$ cat src/rtl/mult_div_sequencer_pkg.sv
// Shared encodings for the iterative multiply/divide unit: op codes, FSM states, default width.
package mult_div_sequencer_pkg;

  localparam int unsigned DEF_DATA_WIDTH = 32;
  localparam int unsigned DEF_CNT_WIDTH  = 5;

  typedef enum logic [1:0] {
    OP_MULTU = 2'b00,
    OP_MULT  = 2'b01,
    OP_DIVU  = 2'b10,
    OP_DIV   = 2'b11
  } op_e;

  typedef enum logic [1:0] {
    StIdle = 2'b00,
    StCalc = 2'b01,
    StFix  = 2'b10
  } state_e;

endpackage

$ cat src/rtl/mult_div_step.sv
// One radix-2 iteration: MSB-first shift-add multiply or restoring shift-subtract divide.
module mult_div_step
  import mult_div_sequencer_pkg::*;
#(
  parameter int unsigned DATA_WIDTH = DEF_DATA_WIDTH
) (
  input  logic                    i_is_div,
  input  logic [2*DATA_WIDTH-1:0] i_acc,   // mul: partial product; div: {remainder, quotient}
  input  logic [DATA_WIDTH-1:0]   i_sh,    // mul: multiplier; div: dividend (consumed MSB first)
  input  logic [DATA_WIDTH-1:0]   i_opnd,  // mul: multiplicand; div: divisor
  output logic [2*DATA_WIDTH-1:0] o_acc,
  output logic [DATA_WIDTH-1:0]   o_sh
);

  logic [DATA_WIDTH:0] w_rem_sh;
  logic [DATA_WIDTH:0] w_diff;
  logic                w_ge;

  always_comb begin
    w_rem_sh = {i_acc[2*DATA_WIDTH-1:DATA_WIDTH], i_sh[DATA_WIDTH-1]};
    w_diff   = w_rem_sh - {1'b0, i_opnd};
    w_ge     = ~w_diff[DATA_WIDTH];
    o_sh     = {i_sh[DATA_WIDTH-2:0], 1'b0};
    if (i_is_div) begin
      o_acc = {(w_ge ? w_diff[DATA_WIDTH-1:0] : w_rem_sh[DATA_WIDTH-1:0]),
               i_acc[DATA_WIDTH-2:0], w_ge};
    end else begin
      o_acc = {i_acc[2*DATA_WIDTH-2:0], 1'b0}
            + (i_sh[DATA_WIDTH-1] ? {{DATA_WIDTH{1'b0}}, i_opnd} : '0);
    end
  end

endmodule

$ cat src/rtl/mult_div_sequencer.sv
// Multi-cycle MULT/MULTU/DIV/DIVU unit with HI/LO, start/busy/done handshake and EX stall.
// Signed ops are built only when MULT_DIV_SIGNED_EN is defined; otherwise op[0] is ignored.
module mult_div_sequencer
  import mult_div_sequencer_pkg::*;
#(
  parameter int unsigned DATA_WIDTH = DEF_DATA_WIDTH,
  parameter int unsigned CNT_WIDTH  = DEF_CNT_WIDTH
) (
  input  logic                  clk,
  input  logic                  reset,
  input  logic                  start_i,
  input  logic [1:0]            op_i,
  input  logic [DATA_WIDTH-1:0] rs_i,
  input  logic [DATA_WIDTH-1:0] rt_i,
  input  logic                  rd_hilo_i,
  input  logic                  wr_hi_i,
  input  logic                  wr_lo_i,
  input  logic [DATA_WIDTH-1:0] wdata_i,
  output logic [DATA_WIDTH-1:0] hi_o,
  output logic [DATA_WIDTH-1:0] lo_o,
  output logic                  busy_o,
  output logic                  done_o,
  output logic                  div_zero_o,
  output logic                  stall_o
);

  localparam logic [CNT_WIDTH-1:0] CNT_LAST = CNT_WIDTH'(DATA_WIDTH - 1);

  state_e                  r_state, w_state_nxt;
  logic                    r_is_div;
  logic [2*DATA_WIDTH-1:0] r_acc, w_acc_nxt;
  logic [DATA_WIDTH-1:0]   r_sh, w_sh_nxt;
  logic [DATA_WIDTH-1:0]   r_opnd;
  logic [CNT_WIDTH-1:0]    r_cnt;
  logic [DATA_WIDTH-1:0]   r_hi, r_lo;
  logic                    r_busy, r_done, r_div_zero;

  logic                    w_signed_in;
  logic [DATA_WIDTH-1:0]   w_rs_abs, w_rt_abs;
  logic [2*DATA_WIDTH-1:0] w_prod;
  logic [DATA_WIDTH-1:0]   w_quo, w_rem, w_hi_res, w_lo_res;

`ifdef MULT_DIV_SIGNED_EN
  logic r_sign_a, r_sign_b;
  assign w_signed_in = op_i[0];
`else
  logic w_unused_op0;
  assign w_unused_op0 = op_i[0];
  assign w_signed_in  = 1'b0;
`endif

  assign w_rs_abs = (w_signed_in && rs_i[DATA_WIDTH-1]) ? -rs_i : rs_i;
  assign w_rt_abs = (w_signed_in && rt_i[DATA_WIDTH-1]) ? -rt_i : rt_i;

  mult_div_step #(
    .DATA_WIDTH(DATA_WIDTH)
  ) u_step (
    .i_is_div(r_is_div),
    .i_acc   (r_acc),
    .i_sh    (r_sh),
    .i_opnd  (r_opnd),
    .o_acc   (w_acc_nxt),
    .o_sh    (w_sh_nxt)
  );

  always_comb begin
    w_state_nxt = r_state;
    unique case (r_state)
      StIdle:  if (start_i) w_state_nxt = StCalc;
      StCalc:  if (r_cnt == CNT_LAST) w_state_nxt = StFix;
      StFix:   w_state_nxt = StIdle;
      default: w_state_nxt = StIdle;
    endcase
  end

  // Magnitude result fix-up: product/quotient negate on sign mismatch, remainder follows dividend.
  always_comb begin
    w_prod = r_acc;
    w_quo  = r_acc[DATA_WIDTH-1:0];
    w_rem  = r_acc[2*DATA_WIDTH-1:DATA_WIDTH];
`ifdef MULT_DIV_SIGNED_EN
    if (r_sign_a ^ r_sign_b) begin
      w_prod = -r_acc;
      w_quo  = -r_acc[DATA_WIDTH-1:0];
    end
    if (r_sign_a) w_rem = -r_acc[2*DATA_WIDTH-1:DATA_WIDTH];
`endif
    w_hi_res = r_is_div ? w_rem : w_prod[2*DATA_WIDTH-1:DATA_WIDTH];
    w_lo_res = r_is_div ? w_quo : w_prod[DATA_WIDTH-1:0];
  end

  always_ff @(posedge clk or negedge reset) begin
    if (!reset) begin
      r_state    <= StIdle;
      r_is_div   <= 1'b0;
      r_acc      <= '0;
      r_sh       <= '0;
      r_opnd     <= '0;
      r_cnt      <= '0;
      r_hi       <= '0;
      r_lo       <= '0;
      r_busy     <= 1'b0;
      r_done     <= 1'b0;
      r_div_zero <= 1'b0;
`ifdef MULT_DIV_SIGNED_EN
      r_sign_a   <= 1'b0;
      r_sign_b   <= 1'b0;
`endif
    end else begin
      r_state <= w_state_nxt;
      r_done  <= 1'b0;
      unique case (r_state)
        StIdle: begin
          if (wr_hi_i) r_hi <= wdata_i;
          if (wr_lo_i) r_lo <= wdata_i;
          if (start_i) begin
            r_is_div   <= op_i[1];
            r_opnd     <= op_i[1] ? w_rt_abs : w_rs_abs;
            r_sh       <= op_i[1] ? w_rs_abs : w_rt_abs;
            r_acc      <= '0;
            r_cnt      <= '0;
            r_busy     <= 1'b1;
            r_div_zero <= op_i[1] && (rt_i == '0);
`ifdef MULT_DIV_SIGNED_EN
            r_sign_a   <= w_signed_in & rs_i[DATA_WIDTH-1];
            r_sign_b   <= w_signed_in & rt_i[DATA_WIDTH-1];
`endif
          end
        end
        StCalc: begin
          r_acc <= w_acc_nxt;
          r_sh  <= w_sh_nxt;
          r_cnt <= r_cnt + CNT_WIDTH'(1);
        end
        StFix: begin
          r_hi   <= w_hi_res;
          r_lo   <= w_lo_res;
          r_done <= 1'b1;
          r_busy <= 1'b0;
        end
        default: ;
      endcase
    end
  end

  assign hi_o       = r_hi;
  assign lo_o       = r_lo;
  assign busy_o     = r_busy;
  assign done_o     = r_done;
  assign div_zero_o = r_div_zero;
  assign stall_o    = r_busy & (start_i | rd_hilo_i | wr_hi_i | wr_lo_i);

endmodule

$ cat config.mk
export PLATFORM = sky130hd
export DESIGN_NAME = mult_div_sequencer
export DESIGN_NICKNAME = d
export VERILOG_FILES = /design/src/rtl/mult_div_sequencer_pkg.sv /design/src/rtl/mult_div_step.sv /design/src/rtl/mult_div_sequencer.sv
export SDC_FILE = /design/constraint.sdc
export NUM_CORES = 1
export LEC_CHECK = 0
export CAP_MARGIN = 20
export CORE_ASPECT_RATIO = 1.1
export CORE_MARGIN = 1.5
export CORE_UTILIZATION = 57
export CTS_CLUSTER_SIZE = 14
export DETAILED_ROUTE_END_ITERATION = 10
export PLACE_DENSITY = 0.91
export SYNTH_ARGS = -nofsm -noshare
export SYNTH_HDL_FRONTEND = slang
export SYNTH_SLANG_ARGS = --single-unit
$ cat constraint.sdc
create_clock -name clk -period 4.8 [get_ports clk]
set_clock_uncertainty 0.2 [all_clocks]
set_input_delay 1.2 -clock clk [delete_from_list [all_inputs] [get_ports clk]]
set_output_delay 1.2 -clock clk [all_outputs]
set_load 0.01 [all_outputs]
==> results of run 1 <==
==> per-stage QoR <==
| stage | hold slack [ps] | power (mW) | utilization, % | setup slack [ps] | area [µm²] |
|---|---|---|---|---|---|
| after detailed placement | 269.3 | 11.16 | 66.38 | 634.1 | 15730 |
| after global routing | 307.5 | 14.09 | 69.55 | 343.5 | 16480 |
| after floorplan | 249.4 | 8.716 | - | 1202 | 13790 |
| after global placement | 261.2 | 10.87 | 66.38 | 699.0 | 15730 |
| after CTS | 282.9 | 12.97 | 69.55 | 583.3 | 16480 |
| final | 277.3 | 13.13 | 69.55 | 522.2 | 16480 |
==> cells in the final DEF, fill, tap and decap left out, drive strengths merged, types with 16 or more instances in the layout <==
cell type,instances
buf,26
mux2i,76
nand3,45
clkbuf,30
dfrtp,203
clkdlybuf4s50,168
a21o,27
nor2,158
inv,58
a21oi,183
a211oi,16
o21ai,167
ha,66
nor2b,35
xor2,29
nand2,158
nand4,22
nor3,19
a221o,41
xnor2,40
==> layer usage <==
metal | GRT usage [%] | vias up | share of wire [%]
met2 | 52.53 | 671 | 47
met3 | 4.258 | 90 | 8.9
met1 | 44.79 | 6238 | 42
met5 | 0 | - | 0
met4 | 8.780 | 0 | 2.3
li1 | - | 6177 | -
==> area by class of cell <==
cell class / instances / area (µm²)
Clock buffer: 29 / 638.1
Clock inverter: 9 / 113.9
Fill cell: 1825 / 7214
Inverter: 58 / 217.7
Multi-Input combinational cell: 1272 / 8122
Sequential cell: 203 / 5081
Tap cell: 305 / 381.6
Timing Repair Buffer: 195 / 1928
==> power groups by stage <==
| stage | registers, mW | clock network, mW | logic [mW] |
|---|---|---|---|
| after global routing | 3.54 | 1.84 | 8.72 |
| after floorplan | 3.22 | 0 | 5.49 |
| after CTS | 3.41 | 1.78 | 7.78 |
| after detailed placement | 3.43 | 0 | 7.73 |
| final | 3.46 | 1.77 | 7.90 |
| after global placement | 3.38 | 0 | 7.48 |
==> worst max-delay path, delay by kind of cell, from the launching register on <==
kind	cells	cell delay, ps
AOI/OAI and AO/OA	4	1420
adders and majority gates	1	430
buffers and inverters	2	430
DFF	1	480
muxes	1	130
and+or+nand+nor	4	1060
==> worst max-delay path by stage <==
stage,end,slack (ps),cells past startpoint
floorplan,r_acc[39]$_DFFE_PN0P_,1200,15
global route,r_acc[55]$_DFFE_PN0P_,340,14
finish,r_acc[51]$_DFFE_PN0P_,520,12
CTS,r_acc[34]$_DFFE_PN0P_,580,14
global placement,r_acc[59]$_DFFE_PN0P_,700,14
detailed placement,r_acc[34]$_DFFE_PN0P_,630,14
==> kinds of logic after synthesis <==
group	Yosys count	share of synthesized area [%]
AOI/OAI and AO/OA	550	25.10
DFF	203	36.84
xor gates and xnor gates	69	4.437
muxes	76	5.516
and+or+nand+nor	509	17.19
buffers and inverters	163	4.636
adders and majority gates	68	6.278
==> flip-flops by register name (all words and copies together) (netlist names) <==
signal,count
r_opnd,32
r_state,2
busy_o,1
r_sh,32
done_o,1
r_is_div,1
r_acc,64
div_zero_o,1
hi_o,32
r_cnt,5
lo_o,32
==> results by group, run 1 <==
Routing
  • Initial DRC Count: 1,213
  • First-pass iteration count of the detailed router: 5
  • Routed Wire Length: 40.38 mm
  • Antenna Nets Post-Route: 0
  • WL per Instance: 19.50 µm
  • DR DRC count: 0
  • DR vias: 13,176
  • Vias per Instance: 6.362

Logic synthesis
  • Post-synth cell types: 83
  • Avg Synthesized Cell Area: 8.419 µm²
  • Synth area leaders: dfrtp_1 (37%), a21oi_1 (6.6%), ha_1 (6.0%)
  • Syn nets: 1,810
  • Top-area cell type share of the netlist area: 36.84%
  • Cells after Synth: 1,638
  • Top_reg_cell synth: dfrtp_1
  • Yosys warnings: 0
  • EDFF count, synth: 0
  • #FFs+latches synth: 203
  • Post-synth ARST share: 100.0%
  • Top-count cell post-synth: dfrtp_1
  • Post-synthesis sequential area ratio: 36.84%
  • Netlist Area Pre-Place: 0.01379 mm²
  • Synth area leader: dfrtp_1
  • Synth top cells by count: dfrtp_1 (203), a21oi_1 (183), nand2_1 (157)

Die
  • Core Region: 0.02370 mm²
  • Die Area: 0.02514 mm²
  • Starting Density: 58.20%
  • Cell Rows: 59
  • Die span in y: 166.1 µm
  • Die Width: 151.3 µm
  • Io pins: 172

Placed design
  • Gp weighted congestion: 0.9882
  • Buffers on Ports: 170
  • Cell count after placement: 2,033
  • Post-DP HPWL: 29.74 mm

Timing
  • Slew HR: 37.66%
  • Crit path time final: 4278 ps
  • Pin slew with the least headroom to its limit: 935.1 ps
  • Setup_tns: 0 ps
  • RSZ-0062 raised after global routing: no
  • Final hold violation count: 0
  • Final Slew Violations: 0
  • Crit share post-route: 89.12%
  • Final setup viols: 0
  • Fmax: 0.2338 GHz

Power and ir drop
  • Clk pwr share: 13.5%
  • Reg power frac: 26.3%
  • Switch Pwr: 6.185 mW
  • Pint: 6.944 mW
  • Maximum vdd drop: 0.0003290 V
  • Comb power frac: 60.2%
  • PwrDens: 796.6 mW/mm²
  • Switching Share: 47.11%
  • Leak: 7.337 nW

Global route
  • Total GRT Usage: 32.20%
  • Gr ovfl total: 0
  • Largest net degree at the start of global routing: 113
  • First-pass GRT wire length: 65.37 mm
  • Initial antenna violation count: 0
  • Vias in the first global route: 12,854

Setup path
  • CP max stage delay: 550 ps
  • Reg2reg path depth: 12
  • CP endpoint kind: flip-flop
  • Critical path peak fanout: 31
  • CP Class: flip-flop to flip-flop
  • FF-to-FF Start: r_sh[31]$_DFFE_PN0P_
  • Crit path DAT: 4480 ps
  • Reg2reg end: r_acc[51]$_DFFE_PN0P_
  • Crit path cell chain: inv_1, buf_4, nor2_1, ha_1, nand3_1, nor4_1, nand3_1, a211oi_2, o2111ai_1, o41ai_1, mux2i_1, a221o_1
  • Crit. Startpoint: r_sh[31]$_DFFE_PN0P_
  • Cell mode on critical path: nand3_1
  • Startpoint types: flip-flop
  • Worst path slowest cell: nor4_1
  • CP required: 5000 ps
  • R2R setup slack: 520 ps

CTS
  • Worst-path clk slew: 60 ps
  • CTS root buf: clkbuf_16
  • Post-CTS Resized: 0
  • CTS Sinks: 203
  • Clk_lat worst skew: 520 ps
  • TritonCTS buffer count: 22
  • H-tree depth: 1
  • CTS tree: yes
  • CTS Buffer Depth: 3
  • Setup Buffers After CTS: 0
  • # hold bufs at CTS: 0

Run status
  • Status: finished clean

Worst hold path
  • Worst hold path depth: 2
  • Hold Path Sink: hi_o[30]$_DFFE_PN0P_
  • Worst Hold Class: flip-flop to flip-flop
  • HP Start: hi_o[30]$_DFFE_PN0P_

Final layout
  • N_diodes: 0
  • Final Net Count: 1,924
  • Layout cells sized above 1: 5.210%
  • Final non-filler cell total: 2,071
  • Syn-to-layout area delta: 19.52%

Flow run
  • Max-cap viol count: 0
Power figures use the tool's default switching activity.
==> run 2, diff against run 1 <==
PLACE_DENSITY = 0.82   (was 0.91)
==> results by group, run 2 (synthesized netlist as in run 1, its figures left out) <==
Run status
  • Status: finished clean (unchanged)

Die
  • Die Width: 151.3 µm (unchanged)
  • Die Area: 0.02514 mm² (unchanged)
  • Starting Density: 58.20% (unchanged)
  • Io pins: 172 (unchanged)
  • Die span in y: 166.1 µm (unchanged)
  • Cell Rows: 59 (unchanged)
  • Core Region: 0.02370 mm² (unchanged)

CTS
  • Post-CTS Resized: 0 (unchanged)
  • Worst-path clk slew: 70 ps (was 60 ps)
  • Clk_lat worst skew: 520 ps (about the same)
  • CTS Sinks: 203 (unchanged)
  • Setup Buffers After CTS: 0 (unchanged)
  • TritonCTS buffer count: 22 (unchanged)
  • # hold bufs at CTS: 0 (unchanged)
  • CTS Buffer Depth: 3 (unchanged)
  • CTS root buf: clkbuf_16 (unchanged)
  • CTS tree: yes (unchanged)
  • H-tree depth: 1 (unchanged)

Routing
  • Initial DRC Count: 1,140 (was 1,213)
  • DR DRC count: 0 (unchanged)
  • Antenna Nets Post-Route: 0 (unchanged)
  • Routed Wire Length: 40.78 mm (was 40.38 mm)
  • WL per Instance: 19.67 µm (was 19.50 µm)
  • First-pass iteration count of the detailed router: 5 (unchanged)
  • Vias per Instance: 6.326 (was 6.362)
  • DR vias: 13,113 (was 13,176)

Timing
  • Slew HR: 34.75% (was 37.66%)
  • Crit share post-route: 91.58% (was 89.12%)
  • Final setup viols: 0 (unchanged)
  • Final Slew Violations: 0 (unchanged)
  • RSZ-0062 raised after global routing: no (unchanged)
  • Setup_tns: 0 ps (unchanged)
  • Crit path time final: 4396 ps (was 4278 ps)
  • Final hold violation count: 0 (unchanged)
  • Fmax: 0.2275 GHz (was 0.2338 GHz)
  • Pin slew with the least headroom to its limit: 978.8 ps (was 935.1 ps)

Final layout
  • Final Net Count: 1,924 (unchanged)
  • N_diodes: 0 (unchanged)
  • Final Cell Area: 0.01657 mm² (was 0.01648 mm²)
  • Max reg flops: 64 (unchanged)
  • Syn-to-layout area delta: 20.14% (was 19.52%)
  • Finished Core Util: 69.92% (was 69.55%)
  • Commonest non-fill, non-tap cell in the layout: dfrtp_1 (unchanged)
  • Most frequent cells in the layout: dfrtp_1 (203), a21oi_1 (183), clkdlybuf4s50_1 (168), nand2_1 (157), nor2_1 (154) (was dfrtp_1 (202), a21oi_1 (183), clkdlybuf4s50_1 (168), nand2_1 (157), nor2_1 (154))
  • Layout cells sized above 1: 5.260% (was 5.210%)
  • Biggest register: r_acc (unchanged)

Global route
  • Gr ovfl total: 0 (unchanged)
  • Largest net degree at the start of global routing: 98 (was 113)
  • Initial antenna violation count: 0 (unchanged)
  • Vias in the first global route: 12,729 (was 12,854)
  • Total GRT Usage: 32.51% (was 32.20%)
  • First-pass GRT wire length: 65.29 mm (was 65.37 mm)

Setup path
  • CP Class: flip-flop to flip-flop (unchanged)
  • CP required: 5040 ps (was 5000 ps)
  • FF-to-FF Start: r_sh[31]$_DFFE_PN0P_ (unchanged)
  • Startpoint types: flip-flop (unchanged)
  • Kind of cell adding the most delay to the critical path: compound AO/OA/AOI/OAI gates (unchanged)
  • CP endpoint kind: flip-flop (unchanged)
  • Critical path peak fanout: 22 (was 31)
  • CP max stage delay: 550 ps (about the same)
  • Crit. Startpoint: r_sh[31]$_DFFE_PN0P_ (unchanged)
  • Crit path cell chain: inv_1, ha_1, inv_1, fa_1, a211oi_1, o21ai_1, a31oi_1, o2111ai_1, nand2_1, xnor2_2, buf_4, nor2_1, o31a_1, o21ai_1 (was inv_1, buf_4, nor2_1, ha_1, nand3_1, nor4_1, nand3_1, a211oi_2, o2111ai_1, o41ai_1, mux2i_1, a221o_1)
  • WP buf/inv: 3 (was 2)
  • Worst path slowest cell: a31oi_1 (was nor4_1)
  • Crit path DAT: 4640 ps (was 4480 ps)

Flow run
  • Max-cap viol count: 0 (unchanged)

Power and ir drop
  • PwrDens: 803.5 mW/mm² (was 796.6 mW/mm²)
  • Leak: 7.389 nW (was 7.337 nW)
  • Total power consumption of the routed design: 13.31 mW (was 13.13 mW)
  • Maximum vdd drop: 0.0003331 V (was 0.0003290 V)

Placed design
  • Post-DP HPWL: 29.93 mm (was 29.74 mm)
  • Gp weighted congestion: 0.9470 (was 0.9882)
  • Buffers on Ports: 170 (unchanged)
  • DP Area: 0.01573 mm² (about the same)

Worst hold path
  • Worst Hold Class: flip-flop to flip-flop (unchanged)
  • HP Start: lo_o[28]$_DFFE_PN0P_ (was hi_o[30]$_DFFE_PN0P_)
-- run 2: changes by cell type in the layout (fill, tap and decap cells not counted), sizes merged --
| cell | previous run | this run |
|---|---|---|
| clkinv | 4 | 5 |
| clkbuf | 30 | 28 |
| bufinv | 2 | 6 |
| inv | 58 | 59 |
| clkinvlp | 3 | 1 |
-- run 2: worst reg2reg max path: stages, from the launching register on --
cell and delay [ps]:
dfrtp_1 470, inv_1 130, ha_1 170, inv_1 60
fa_1 430, a211oi_1 320, o21ai_1 200, a31oi_1 550
o2111ai_1 360, nand2_1 280, xnor2_2 190, buf_4 340
nor2_1 150, o31a_1 340, o21ai_1 120
-- run 2: cell type report --
class                           instances  area, µm²
Fill cell                            1850       7128
Clock buffer                           27      610.6
Inverter                               58      217.7
Tap cell                              305      381.6
Timing Repair Buffer                  195       1928
Multi-Input combinational cell       1272       8122
Sequential cell                       203       5080
Clock inverter                         13      229.0
-- run 2: metal layers --
layer,vias up,track usage (%),part of all wire (%)
li1,6201,-,-
met1,6210,46.23,43
met2,625,51.84,46
met3,77,3.736,8.2
met4,0,10.00,2.6
met5,-,0,0
-- run 2: final timing paths --
kind,end,cells after the start,slack [ps]
min in group asynchronous,r_sh[4]$_DFFE_PN0P_,1,550
max in group asynchronous,hi_o[26]$_DFFE_PN0P_,2,2920
max reg2reg,r_acc[34]$_DFFE_PN0P_,14,400
min reg2reg,lo_o[28]$_DFFE_PN0P_,2,280
max,r_acc[34]$_DFFE_PN0P_,14,400
min,lo_o[28]$_DFFE_PN0P_,2,280
-- run 2: power breakdown --
| group | switching (mW) | internal (mW) | total (mW) |
|---|---|---|---|
| logic | 4.57 | 3.32 | 7.89 |
| clock network | 0.733 | 1.23 | 1.97 |
| registers | 0.902 | 2.56 | 3.46 |
-- run 2: metrics by stage --
step | std cells | hold WS, ps | setup WS [ps]
2_1_floorplan | 1638 | 249.4 | 1202
3_3_place_gp | 2033 | 260.2 | 689.4
3_5_place_dp | 2033 | 269.9 | 578.4
4_1_cts | 2073 | 283.1 | 557.4
5_1_grt | 2073 | 298.2 | 240.4
6_report | 2073 | 280.7 | 404.2
